## src/rtl/alu_arb_pkg.sv

```systemverilog
// Shared types and constants for the ALU request arbiter.
package alu_arb_pkg;

  typedef enum logic [1:0] {
    IDLE = 2'd0,
    EXEC = 2'd1,
    RESP = 2'd2
  } state_t;

  localparam int NUM_PORTS = 2;

  localparam logic [3:0] OP_AND = 4'b0000;
  localparam logic [3:0] OP_OR  = 4'b0001;
  localparam logic [3:0] OP_ADD = 4'b0010;
  localparam logic [3:0] OP_SUB = 4'b0011;
  localparam logic [3:0] OP_EQ  = 4'b1000;
  localparam logic [3:0] OP_NE  = 4'b1001;

endpackage

```

## src/rtl/alu_arbiter_rr_arbiter2.sv

```systemverilog
// Two-requester arbiter. With ALU_ARB_RR_EN defined it is round-robin with a
// last-grant pointer (reset to port 1 so port 0 wins first contention);
// otherwise it is fixed priority, port 0 over port 1, with no pointer state.
module rr_arbiter2
  import alu_arb_pkg::*;
(
`ifdef ALU_ARB_RR_EN
  input  logic                 clk,
  input  logic                 rst_n,
  input  logic                 update,
`endif
  input  logic [NUM_PORTS-1:0] req,
  output logic [NUM_PORTS-1:0] gnt
);

`ifdef ALU_ARB_RR_EN
  logic last_q;
  logic last_d;

  // Pointer register: remembers which port was granted most recently
  always_ff @(posedge clk) begin
    if (!rst_n) begin
      last_q <= 1'b1;
    end else begin
      last_q <= last_d;
    end
  end

  // Grant selection: on contention, favour the port not granted last
  always_comb begin
    gnt = '0;
    unique case (req)
      2'b01:   gnt = 2'b01;
      2'b10:   gnt = 2'b10;
      2'b11:   gnt = last_q ? 2'b01 : 2'b10;
      default: gnt = '0;
    endcase
    last_d = last_q;
    if (update) begin
      last_d = gnt[1];
    end
  end
`else
  // Grant selection: port 0 always wins on contention
  always_comb begin
    gnt = '0;
    if (req[0]) begin
      gnt = 2'b01;
    end else if (req[1]) begin
      gnt = 2'b10;
    end
  end
`endif

endmodule

```

## src/rtl/alu_arbiter.sv

```systemverilog
// Two-port scheduler sharing one combinational ALU. One operation in flight:
// IDLE accepts, EXEC drives the ALU from registered operands, RESP holds the
// result until the granted port takes it. Config macro: ALU_ARB_RR_EN.
module alu_arbiter
  import alu_arb_pkg::*;
#(
  parameter int DATA_WIDTH    = 32,
  parameter int OPCODE_LENGTH = 4
) (
  input  logic                             clk,
  input  logic                             rst_n,
  input  logic [NUM_PORTS-1:0]             req_valid,
  output logic [NUM_PORTS-1:0]             req_ready,
  input  logic [NUM_PORTS*OPCODE_LENGTH-1:0] req_op,
  input  logic [NUM_PORTS*DATA_WIDTH-1:0]  req_a,
  input  logic [NUM_PORTS*DATA_WIDTH-1:0]  req_b,
  output logic [NUM_PORTS-1:0]             resp_valid,
  output logic [DATA_WIDTH-1:0]            resp_data,
  input  logic [NUM_PORTS-1:0]             resp_ready,
  output logic [OPCODE_LENGTH-1:0]         alu_op,
  output logic [DATA_WIDTH-1:0]            alu_srca,
  output logic [DATA_WIDTH-1:0]            alu_srcb,
  input  logic [DATA_WIDTH-1:0]            alu_result
);

  state_t                   state_q, state_d;
  logic [OPCODE_LENGTH-1:0] op_q, op_d;
  logic [DATA_WIDTH-1:0]    a_q, a_d;
  logic [DATA_WIDTH-1:0]    b_q, b_d;
  logic [DATA_WIDTH-1:0]    resp_data_q, resp_data_d;
  logic                     grant_q, grant_d;

  logic [NUM_PORTS-1:0] gnt;
  logic                 accept;
  logic                 win;

  assign accept = (state_q == IDLE) && (|req_valid);
  assign win    = gnt[1];

  rr_arbiter2 u_arb (
`ifdef ALU_ARB_RR_EN
    .clk    (clk),
    .rst_n  (rst_n),
    .update (accept),
`endif
    .req    (req_valid),
    .gnt    (gnt)
  );

  // State and datapath registers
  always_ff @(posedge clk) begin
    if (!rst_n) begin
      state_q     <= IDLE;
      op_q        <= '0;
      a_q         <= '0;
      b_q         <= '0;
      resp_data_q <= '0;
      grant_q     <= 1'b0;
    end else begin
      state_q     <= state_d;
      op_q        <= op_d;
      a_q         <= a_d;
      b_q         <= b_d;
      resp_data_q <= resp_data_d;
      grant_q     <= grant_d;
    end
  end

  // Next state and next datapath values
  always_comb begin
    state_d     = state_q;
    op_d        = op_q;
    a_d         = a_q;
    b_d         = b_q;
    resp_data_d = resp_data_q;
    grant_d     = grant_q;
    unique case (state_q)
      IDLE: begin
        if (accept) begin
          op_d    = win ? req_op[2*OPCODE_LENGTH-1:OPCODE_LENGTH] : req_op[OPCODE_LENGTH-1:0];
          a_d     = win ? req_a[2*DATA_WIDTH-1:DATA_WIDTH] : req_a[DATA_WIDTH-1:0];
          b_d     = win ? req_b[2*DATA_WIDTH-1:DATA_WIDTH] : req_b[DATA_WIDTH-1:0];
          grant_d = win;
          state_d = EXEC;
        end
      end
      EXEC: begin
        resp_data_d = alu_result;
        state_d     = RESP;
      end
      RESP: begin
        if (resp_ready[grant_q]) begin
          state_d = IDLE;
        end
      end
      default: state_d = IDLE;
    endcase
  end

  // Handshake outputs decoded from state
  always_comb begin
    req_ready  = '0;
    resp_valid = '0;
    if (state_q == IDLE) begin
      req_ready = gnt;
    end
    if (state_q == RESP) begin
      resp_valid[grant_q] = 1'b1;
    end
  end

  assign alu_op    = op_q;
  assign alu_srca  = a_q;
  assign alu_srcb  = b_q;
  assign resp_data = resp_data_q;

endmodule
```

## config.mk

```make
export PLATFORM = sky130hd
export DESIGN_NAME = alu_arbiter
export DESIGN_NICKNAME = d
export VERILOG_FILES = /design/src/rtl/alu_arb_pkg.sv /design/src/rtl/alu_arbiter_rr_arbiter2.sv /design/src/rtl/alu_arbiter.sv
export SDC_FILE = /design/constraint.sdc
export NUM_CORES = 1
export LEC_CHECK = 0
export CAP_MARGIN = 40
export CORE_MARGIN = 2
export CORE_UTILIZATION = 40
export DETAILED_ROUTE_END_ITERATION = 12
export GPL_ROUTABILITY_DRIVEN = 0
export PLACE_DENSITY = 0.94
export SLEW_MARGIN = 10
export SYNTH_ARGS = -nofsm -noshare
export SYNTH_HDL_FRONTEND = slang
export SYNTH_SLANG_ARGS = --single-unit
export TNS_END_PERCENT = 100
```

## constraint.sdc

```tcl
create_clock -name clk -period 2.5 [get_ports clk]
set_input_delay 0.75 -clock clk [delete_from_list [all_inputs] [get_ports clk]]
set_output_delay 0.75 -clock clk [all_outputs]
set_load 0.1 [all_outputs]
```

==> results.rst, run 1 <==
.. list-table::
   :header-rows: 1

   * - Metric
     - Value
   * - Run status
     - finished clean
   * - Post-synthesis register bit count
     - ~100
   * - Final cycle utilization of the critical path
     - about nine tenths
   * - Clock Skews
     - 0.0153 ns
   * - Layout area overhead
     - 66.6%
   * - Insertion delay of the later-clocked pin in the worst-skew pair
     - roughly 0.35 ns
   * - Buffer levels on the longest clock path
     - 2
   * - Cells after synthesis
     - approximately 550
   * - Warnings from Yosys
     - 0
   * - Detailed Place HPWL
     - 10.9 mm
   * - Crit path required time
     - between 1.5 and 2 ns
   * - R2R setup slack
     - ~0.77 ns
   * - Post-Synthesis Net Count
     - about 720
   * - Total instance count after detailed placement
     - about 900
   * - Final Max Tran Viols
     - 0
   * - Total setup violations reported at the end of the flow
     - 0
   * - Internal power of the cells
     - 2.98 mW
   * - Starting density of the core
     - 40.8%
   * - Layout Cells excl Fill
     - 940
   * - Worst hold margin
     - between 0.4 and 0.5 ns
   * - Logic pwr share
     - roughly 45%
   * - Clock sink total
     - slightly above 100
   * - Number of buffers inserted by port buffering
     - approximately 280
   * - Number of DRC markers after the initial detailed-route iteration
     - 264
   * - Number of placement rows
     - 38
   * - Average footprint of a synthesized cell
     - 8.05 µm²
   * - Grt total ovfl
     - 0
   * - Final-report hold violation count
     - 0
   * - Number of antenna violations at the first check in global routing
     - 0
   * - Library cell occupying the most area in the post-synthesis netlist
     - sky130_fd_sc_hd__dfxtp_1
   * - Placed Area
     - 7110 µm²
   * - TritonCTS clock tree
     - built
   * - Max-slew headroom
     - between 50% and 60%
   * - Total number of vias
     - about 5000
   * - Portion of synthesized cell area occupied by the leading cell type
     - 46.8%
   * - Setup TNS
     - 0 ns
   * - Proportion of synthesized chip area in sequential cells
     - roughly 47%
   * - Setup repair after global routing missed its margin
     - no
   * - GR Util All Layers
     - about a quarter
   * - Library cell used as clock root buffer
     - sky130_fd_sc_hd__clkbuf_8
   * - Maximum fanout along the worst path
     - 13
   * - PnR worst setup slack
     - 0.271 ns
   * - Fmax
     - ~450 MHz
   * - Max_cap viols
     - 0
   * - Largest net degree at the start of global routing
     - between 50 and 60
   * - Number of distinct standard cells referenced by the synthesized netlist
     - 22
   * - Utilization of the core after routing
     - roughly two thirds
   * - Max H-tree Level
     - 3
   * - Leakage component of the power
     - approximately 3.0 nW
   * - Overall power consumption
     - approximately 5.5 mW
   * - Antenna violation net count after detailed routing
     - 0
   * - Number of buffers added by the clock tree synthesis step
     - 9
   * - Layout cell share with drive strength beyond 1
     - a little over a fifth
   * - First-pass GRT wire length
     - ~23 mm
   * - Vertical die dimension
     - approximately 110 µm
   * - Pre-CTS worst setup slack
     - -0.0531 ns
   * - Startpoint Class
     - register
   * - Largest cells by area after synthesis
     - sky130_fd_sc_hd__dfxtp_1 (47%), sky130_fd_sc_hd__nand2_1 (17%), sky130_fd_sc_hd__a21oi_1 (12%)
   * - Post-CTS clock slew at the launch and capture registers of the worst setup and hold paths
     - ~0.1 ns
   * - Routed wire length
     - approximately 15 mm
   * - Net switching power
     - around 2.5 mW
   * - Share of total power consumed by net switching
     - about 45%
   * - Detail-routed via count per cell
     - between 5 and 6
   * - Period minus WS final
     - 2.23 ns
   * - IO Pins
     - about 280
   * - Total non-filler cell area in the finished layout
     - 7330 µm²
   * - Maximum resistive drop on vdd
     - just under 0.5 mV
   * - Length of the first detailed-routing pass in iterations
     - 4
   * - Post-layout nets
     - 969
   * - Area of the mapped netlist
     - around 4400 µm²
   * - Proportion of power drawn by flip-flops and latches
     - approximately a third
   * - Arrival @ worst endpoint
     - 1.48 ns
   * - P per Cell Area
     - around 740 nW/µm²
   * - Worst Setup End Kind
     - output port
   * - Worst-margin pin slew
     - 0.604 ns
   * - Drt drc
     - 0
   * - Die Footprint
     - around 12000 µm²
   * - Worst hold path class
     - reg2reg
   * - Clk pwr share
     - about a fifth
   * - Number of antenna repair diodes
     - 0
   * - Post-DR wirelength/cell
     - 16.1 µm
   * - Floorplan die width
     - about 110 µm
   * - Crit path kind
     - reg2out
   * - Vias in the first global route
     - approximately 4600
   * - Core area
     - about 11000 µm²
==> cell families (layout without fill, tap and decap cells) <==
family | Yosys count | after routing | share of synthesized area (%)
DFF | 103 | 103 | 46.8
AOI/OAI and AO/OA | 170 | 170 | 28.0
and+or+nand+nor | 214 | 214 | 19.0
muxes | 1 | 1 | 0.227
buffers and inverters | 59 | 312 | 5.94
==> per-layer routing <==
metal,GRT usage [%],wire length (µm),share of wire (%),vias up
li1,-,-,-,2409
met5,0,0,0,-
met2,42.4,7470,49,232
met4,9.52,475,3.1,0
met1,26.6,5690,38,2330
met3,8.19,1470,9.7,36
==> sequential cells by signal (all words and copies together), names as in the netlist <==
signal / cells
alu_srca: 32
alu_srcb: 32
resp_data: 32
alu_op: 4
state_q: 2
grant_q: 1
==> worst max-delay path, stage by stage (launching register included) <==
cell and delay (ns):
sky130_fd_sc_hd__dfxtp_1 0.42, sky130_fd_sc_hd__nor2_4 0.32, sky130_fd_sc_hd__and2_4 0.22, sky130_fd_sc_hd__buf_12 0.17
==> power groups by stage <==
stage               Clock [mW]  Combinational, mW  Sequential [mW]
floorplan                    0              0.529             3.16
global placement             0               2.43             1.95
detailed placement           0               2.45             1.95
CTS                       1.12               2.45             1.92
global route              1.18               2.55             1.94
finish                    1.08               2.45             1.92
==> Yosys cell counts <==
master / count
sky130_fd_sc_hd__a21oi_1: 102
sky130_fd_sc_hd__a311oi_1: 48
sky130_fd_sc_hd__a311oi_2: 20
sky130_fd_sc_hd__and2_1: 2
sky130_fd_sc_hd__and3_1: 1
sky130_fd_sc_hd__and3b_1: 1
sky130_fd_sc_hd__buf_2: 10
sky130_fd_sc_hd__buf_4: 1
sky130_fd_sc_hd__buf_6: 3
sky130_fd_sc_hd__clkbuf_1: 43
sky130_fd_sc_hd__clkbuf_2: 1
sky130_fd_sc_hd__dfxtp_1: 103
sky130_fd_sc_hd__inv_1: 1
sky130_fd_sc_hd__mux2i_1: 1
sky130_fd_sc_hd__nand2_1: 200
sky130_fd_sc_hd__nand2b_1: 2
sky130_fd_sc_hd__nand3b_1: 1
sky130_fd_sc_hd__nor2_1: 1
sky130_fd_sc_hd__nor2b_1: 2
sky130_fd_sc_hd__nor3_1: 2
sky130_fd_sc_hd__nor3b_1: 1
sky130_fd_sc_hd__or2_1: 1
==> layout by cell type (no fill, tap or decap), types with 2 or more instances in the layout <==
cell / netlist / layout
sky130_fd_sc_hd__a21oi_1: 102 / 102
sky130_fd_sc_hd__a311oi_1: 48 / 48
sky130_fd_sc_hd__a311oi_2: 20 / 20
sky130_fd_sc_hd__buf_12: 0 / 9
sky130_fd_sc_hd__buf_4: 1 / 113
sky130_fd_sc_hd__clkbuf_8: 0 / 9
sky130_fd_sc_hd__clkdlybuf4s50_1: 0 / 171
sky130_fd_sc_hd__clkinv_2: 0 / 2
sky130_fd_sc_hd__clkinvlp_4: 0 / 2
sky130_fd_sc_hd__dfxtp_1: 103 / 103
sky130_fd_sc_hd__dlymetal6s2s_1: 0 / 2
sky130_fd_sc_hd__inv_6: 0 / 2
sky130_fd_sc_hd__nand2_1: 200 / 200
==> path summary, 6_finish.rpt <==
| kind | start | endpoint | cells past startpoint |
|---|---|---|---|
| worst max-delay path | state_q[1]$_SDFFE_PN0P_ | req_ready[0] | 3 |
| worst min-delay path | resp_data[0]$_SDFFE_PN0N_ | resp_data[0]$_SDFFE_PN0N_ | 2 |
| worst max register to register | state_q[1]$_SDFFE_PN0P_ | alu_srcb[3]$_SDFFE_PN0P_ | 4 |
| worst min register to register | resp_data[0]$_SDFFE_PN0N_ | resp_data[0]$_SDFFE_PN0N_ | 2 |
==> area by class of cell <==
class	count	area (µm²)
fill	865	3460
timing repair buffer	295	2770
clock inverter	7	78.8
sequential	103	2060
clock buffer	9	124
tap	140	175
inverter	1	5.00
multi-input combinational	385	2120
==> repair_timing <==
item	in CTS	in global routing
gates cloned	0	0
buffers inserted	0	0
hold buffers	0	0
pin swaps	0	1
endpoints found under the setup margin	1	2
gates resized for setup	1	4
Power figures use the tool's default switching activity.
==> run 2: changes to the inputs <==
Settings changed: PLACE_DENSITY 0.94 to default, PLACE_DENSITY_LB_ADDON from default to 0.05.
==> run 2 against run 1 <==
  * Clock-buffer cell count grew 4
  * Flip-flop and latch count is the same
  * Sequential power is essentially flat
==> results.rst, run 2 (same netlist as run 1, synthesis figures left out) <==
.. list-table::
   :header-rows: 1

   * - Metric
     - Value
   * - Clock sink total
     - 103 (unchanged)
   * - Leakage component of the power
     - 2.93 nW (-1.4%)
   * - Final-report hold violation count
     - 0 (unchanged)
   * - Max stage delay cell, worst path
     - sky130_fd_sc_hd__dlygate4sd2_1
   * - Drt drc
     - 0 (unchanged)
   * - IO Pins
     - 278 (unchanged)
   * - GR Util All Layers
     - 25.1% (+0.95 points)
   * - Number of antenna violations at the first check in global routing
     - 0 (unchanged)
   * - Placed Area
     - 7070 µm² (-0.56%)
   * - Setup TNS
     - 0 ns (unchanged)
   * - Layout cell share with drive strength beyond 1
     - 20.3% (-0.70 points)
   * - Fmax
     - 430 MHz (-4.1%)
   * - Startpoint Class
     - primary input
   * - Layout area overhead
     - 65.2%
   * - Starting density of the core
     - 40.8% (unchanged)
   * - Floorplan die width
     - 109 µm (unchanged)
   * - Detailed Place HPWL
     - 10.9 mm (+0.43%)
   * - Final Max Tran Viols
     - 0 (unchanged)
   * - Total instance count after detailed placement
     - 922 (-0.22%)
   * - Max H-tree Level
     - 3 (unchanged)
   * - Worst-margin pin slew
     - 0.729 ns (+0.124 ns)
   * - Most frequent cells in the layout
     - sky130_fd_sc_hd__nand2_1 (200), sky130_fd_sc_hd__clkdlybuf4s50_1 (171), sky130_fd_sc_hd__buf_4 (113)
   * - TritonCTS clock tree
     - built
   * - Die Footprint
     - 11900 µm² (unchanged)
   * - Total setup violations reported at the end of the flow
     - 0 (unchanged)
   * - Number of antenna repair diodes
     - 0 (unchanged)
   * - Insertion delay of the later-clocked pin in the worst-skew pair
     - 0.36 ns (about the same)
   * - Seq. cell area
     - 2060 µm² (unchanged)
   * - Number of buffers inserted by port buffering
     - 277 (unchanged)
   * - Maximum fanout along the worst path
     - 2 (-11)
   * - Worst hold path class
     - reg2reg
   * - Final cycle utilization of the critical path
     - 93.0% (+3.8 points)
   * - Run status
     - finished clean
   * - Number of fill cells
     - 945 (+9.2%)
   * - Setup repair after global routing missed its margin
     - no
   * - Number of DRC markers after the initial detailed-route iteration
     - 313 (+19%)
   * - Max_cap viols
     - 0 (unchanged)
   * - First-pass GRT wire length
     - 23.2 mm (+2.4%)
   * - Clock Skews
     - 0.00393 ns (-0.0114 ns)
   * - Post-layout nets
     - 967 (-0.21%)
   * - Total non-filler cell area in the finished layout
     - 7270 µm² (-0.84%)
   * - Stage delay of the slowest cell on the critical path
     - 0.26 ns (-0.16 ns)
   * - P per Cell Area
     - 742 nW/µm² (-0.13%)
   * - Detail-routed via count per cell
     - 5.23 (-1.9%)
   * - Worst Setup End Kind
     - output port
   * - Vias in the first global route
     - 4658 (+0.19%)
   * - Crit path kind
     - in2out
   * - Routed wire length
     - 15.4 mm (+2.0%)
   * - Core area
     - 10800 µm² (unchanged)
   * - Maximum resistive drop on vdd
     - 0.439 mV (-11%)
   * - Grt total ovfl
     - 0 (unchanged)
   * - Vertical die dimension
     - 109 µm (unchanged)
   * - Multi-input gate area in the final layout
     - 2120 µm² (-0.12%)
   * - Buffer levels on the longest clock path
     - 2 (unchanged)
   * - Number of buffers added by the clock tree synthesis step
     - 9 (unchanged)
   * - Cell-by-cell listing of the critical path
     - dlygate4sd2_1, nand2b_4, nor3_4, buf_12
   * - Antenna violation net count after detailed routing
     - 0 (unchanged)
   * - Arrival @ worst endpoint
     - 1.58 ns (+0.10 ns)
   * - Max-slew headroom
     - 51.4% (-8.3 points)
   * - Period minus WS final
     - 2.33 ns (+0.0962 ns)
   * - Post-DR wirelength/cell
     - 16.4 µm (+2.2%)
   * - Crit path required time
     - 1.75 ns (about the same)
   * - Largest net degree at the start of global routing
     - 69 (+21%)
   * - Number of placement rows
     - 38 (unchanged)
   * - Post-CTS clock slew at the launch and capture registers of the worst setup and hold paths
     - 0.09 ns (about the same)
   * - Total number of vias
     - 4902 (-2.1%)
   * - Layout Cells excl Fill
     - 938 (-0.21%)
   * - Most frequent standard cell in the layout excluding fill and tap cells
     - sky130_fd_sc_hd__nand2_1
   * - Length of the first detailed-routing pass in iterations
     - 7 (+3)
   * - Library cell used as clock root buffer
     - sky130_fd_sc_hd__clkbuf_8
==> run 2: final timing paths <==
check	start	end	slack, ns	cells after the start
worst max register to register	state_q[1]$_SDFFE_PN0P_	alu_srca[26]$_SDFFE_PN0P_	0.62	5
worst min-delay path	resp_data[29]$_SDFFE_PN0N_	resp_data[29]$_SDFFE_PN0N_	0.46	2
worst max-delay path	req_valid[0]	req_ready[1]	0.17	4
worst min register to register	resp_data[29]$_SDFFE_PN0N_	resp_data[29]$_SDFFE_PN0N_	0.46	2
==> run 2: through the flow <==
step | hold WS (ns) | utilization, % | worst slack [ns] | power, mW
CTS | 0.463 | 67.4 | 0.166 | 5.44
detailed placement | 0.450 | 65.5 | -0.0769 | 4.40
finish | 0.461 | 67.4 | 0.175 | 5.40
global route | 0.482 | 67.4 | 0.152 | 5.61
global placement | 0.442 | 65.5 | -0.0459 | 4.37
floorplan | 0.523 | - | -0.629 | 3.69
==> run 2: timing repair <==
item / in CTS / in global routing
buffers inserted: 0 / 0
gates resized for setup: 4 / 0
setup endpoints to repair: 2 / 0
hold buffers: 0 / 0
==> run 2: per-layer routing <==
layer | wire length, µm | vias up | track usage (%)
met4 | 455 | 0 | 9.62
met3 | 1440 | 34 | 8.19
met2 | 7810 | 225 | 44.5
li1 | - | 2402 | -
met5 | 0 | - | 0
met1 | 5700 | 2241 | 27.6
==> run 2: power by group <==
group	total (mW)	internal (mW)	switching, mW	leakage (nW)
combinational	2.44	0.682	1.76	1.99
sequential	1.92	1.82	0.106	0.851
clock	1.04	0.491	0.548	0.0936
total	5.40	2.99	2.41	2.93
==> run 2: critical path: cells and delay by family <==
kind / cells / cell delay (ns)
and+or+nand+nor: 2 / 0.36
buffers and inverters: 2 / 0.46
==> run 2: layout make-up <==
cell class | count | share of cell area, %
flip-flops and latches | 103 | 28.4
multi-input cells | 385 | 29.2
clock inverters | 3 | 0.585
well taps | 140 | 2.41
inverters | 1 | 0.0688
repair buffers | 293 | 37.4
clock buffers | 13 | 2.05
==> variant (flow settings as in run 1) <==
Change the parameter `OPCODE_LENGTH` from 4 to 8.
--- a/src/rtl/alu_arbiter.sv
+++ b/src/rtl/alu_arbiter.sv
@@ -6,5 +6,5 @@
 #(
   parameter int DATA_WIDTH    = 32,
-  parameter int OPCODE_LENGTH = 4
+  parameter int OPCODE_LENGTH = 8
 ) (
   input  logic                             clk,
Ports: changed (resized alu_op and req_op); port bits go from 278 to 290. The function was not compared with the original's and may differ.
==> variant against run 1 <==
- final area rose by 12%
- wire length grew 7.6%
- sequential cell count rose by 4
- die area grew 12%
- total power grew 16%
- setup slack got worse by 73 ps
- synthesized area increased by 13%
==> variant: results (changes against run 1) <==
* First-pass GRT wire length at 25,000 um (was 22,700 um)
* Top cells by area, synth: dfxtp_1 43%, a311oi_2 21%, nand2_1 16%, a21oi_1 11%, buf_2 3.7% (was dfxtp_1 47%, nand2_1 17%, a21oi_1 12%, a311oi_1 9.5%, a311oi_2 6.8%)
* GRT Util Overall at 0.239 (was 0.241)
* WP data arrival at 1550 ps (was 1480 ps)
* Dpl hpwl at 11,800 um (was 10,900 um)
* Rel. slew slack at 0.678 (was 0.597)
* Sw frac at 0.421 (was 0.453)
* Crit path capture: req_ready[1] (was req_ready[0])
* Share of layout cells above drive strength 1 at 0.268 (was 0.210)
* Final net count at 1,013 (was 969)
* Met3 global-route usage at 0.0622 (was 0.0819)
* Fin cells at 1,005 (was 940)
* Worst r2r dst: resp_data[15] (was alu_srcb[3])
* Vias in the first global route at 5,029 (was 4,649)
* Initial DRC count at 284 (was 264)
* Met3 WL at 1320 um (was 1470 um)
* Post-synthesis sequential area ratio at 0.432 (was 0.468)
* Status: finished, final reports clean (unchanged)
* WL per Instance at 16.2 um (was 16.1 um)
* Mean Syn Cell Area at 8.73 um2 (was 8.05 um2)
* Routed wl met2 at 8060 um (was 7470 um)
* Met1 wire length at 6330 um (was 5690 um)
* Comb power frac at 0.427 (was 0.450)
* Hold EP: resp_data[6] (was resp_data[0])
* CP startpoint: req_valid[0] (was state_q[1])
* Detailed-route via count at 5,179 (was 5,007)
* Syn nets at 750 (was 721)
variant: changes by cell type in the layout (fill, tap and decap cells not counted), moves of 3 or more:
cell and change:
a311oi_2 +50, a311oi_1 -46, clkbuf_16 +9, clkbuf_8 -9, clkdlybuf4s50_1 +8, nand2_1 +8
buf_12 +5, a21oi_1 +4, dfxtp_1 +4, buf_4 +3
variant: worst max-delay path: cells and delay by family:
kind	cells	cell delay, ps
simple gates	2	350
buf+inv	2	440
variant: cells by family after synthesis:
| group | count (synthesis) | synth area share |
|---|---|---|
| simple gates | 222 | 0.176 |
| flops | 107 | 0.432 |
| compound gates | 178 | 0.323 |
| mux | 1 | 0.00202 |
| buf+inv | 60 | 0.0676 |
variant: stage by stage:
stage | TNS (ps) | cell area (um2) | hold WS [ps]
after floorplan | -600 | 4970 | 526
after global placement | -46.9 | 7830 | 442
after detailed placement | -55.0 | 7830 | 447
after CTS | 0 | 8180 | 457
after global routing | 0 | 8190 | 470
final | 0 | 8190 | 455
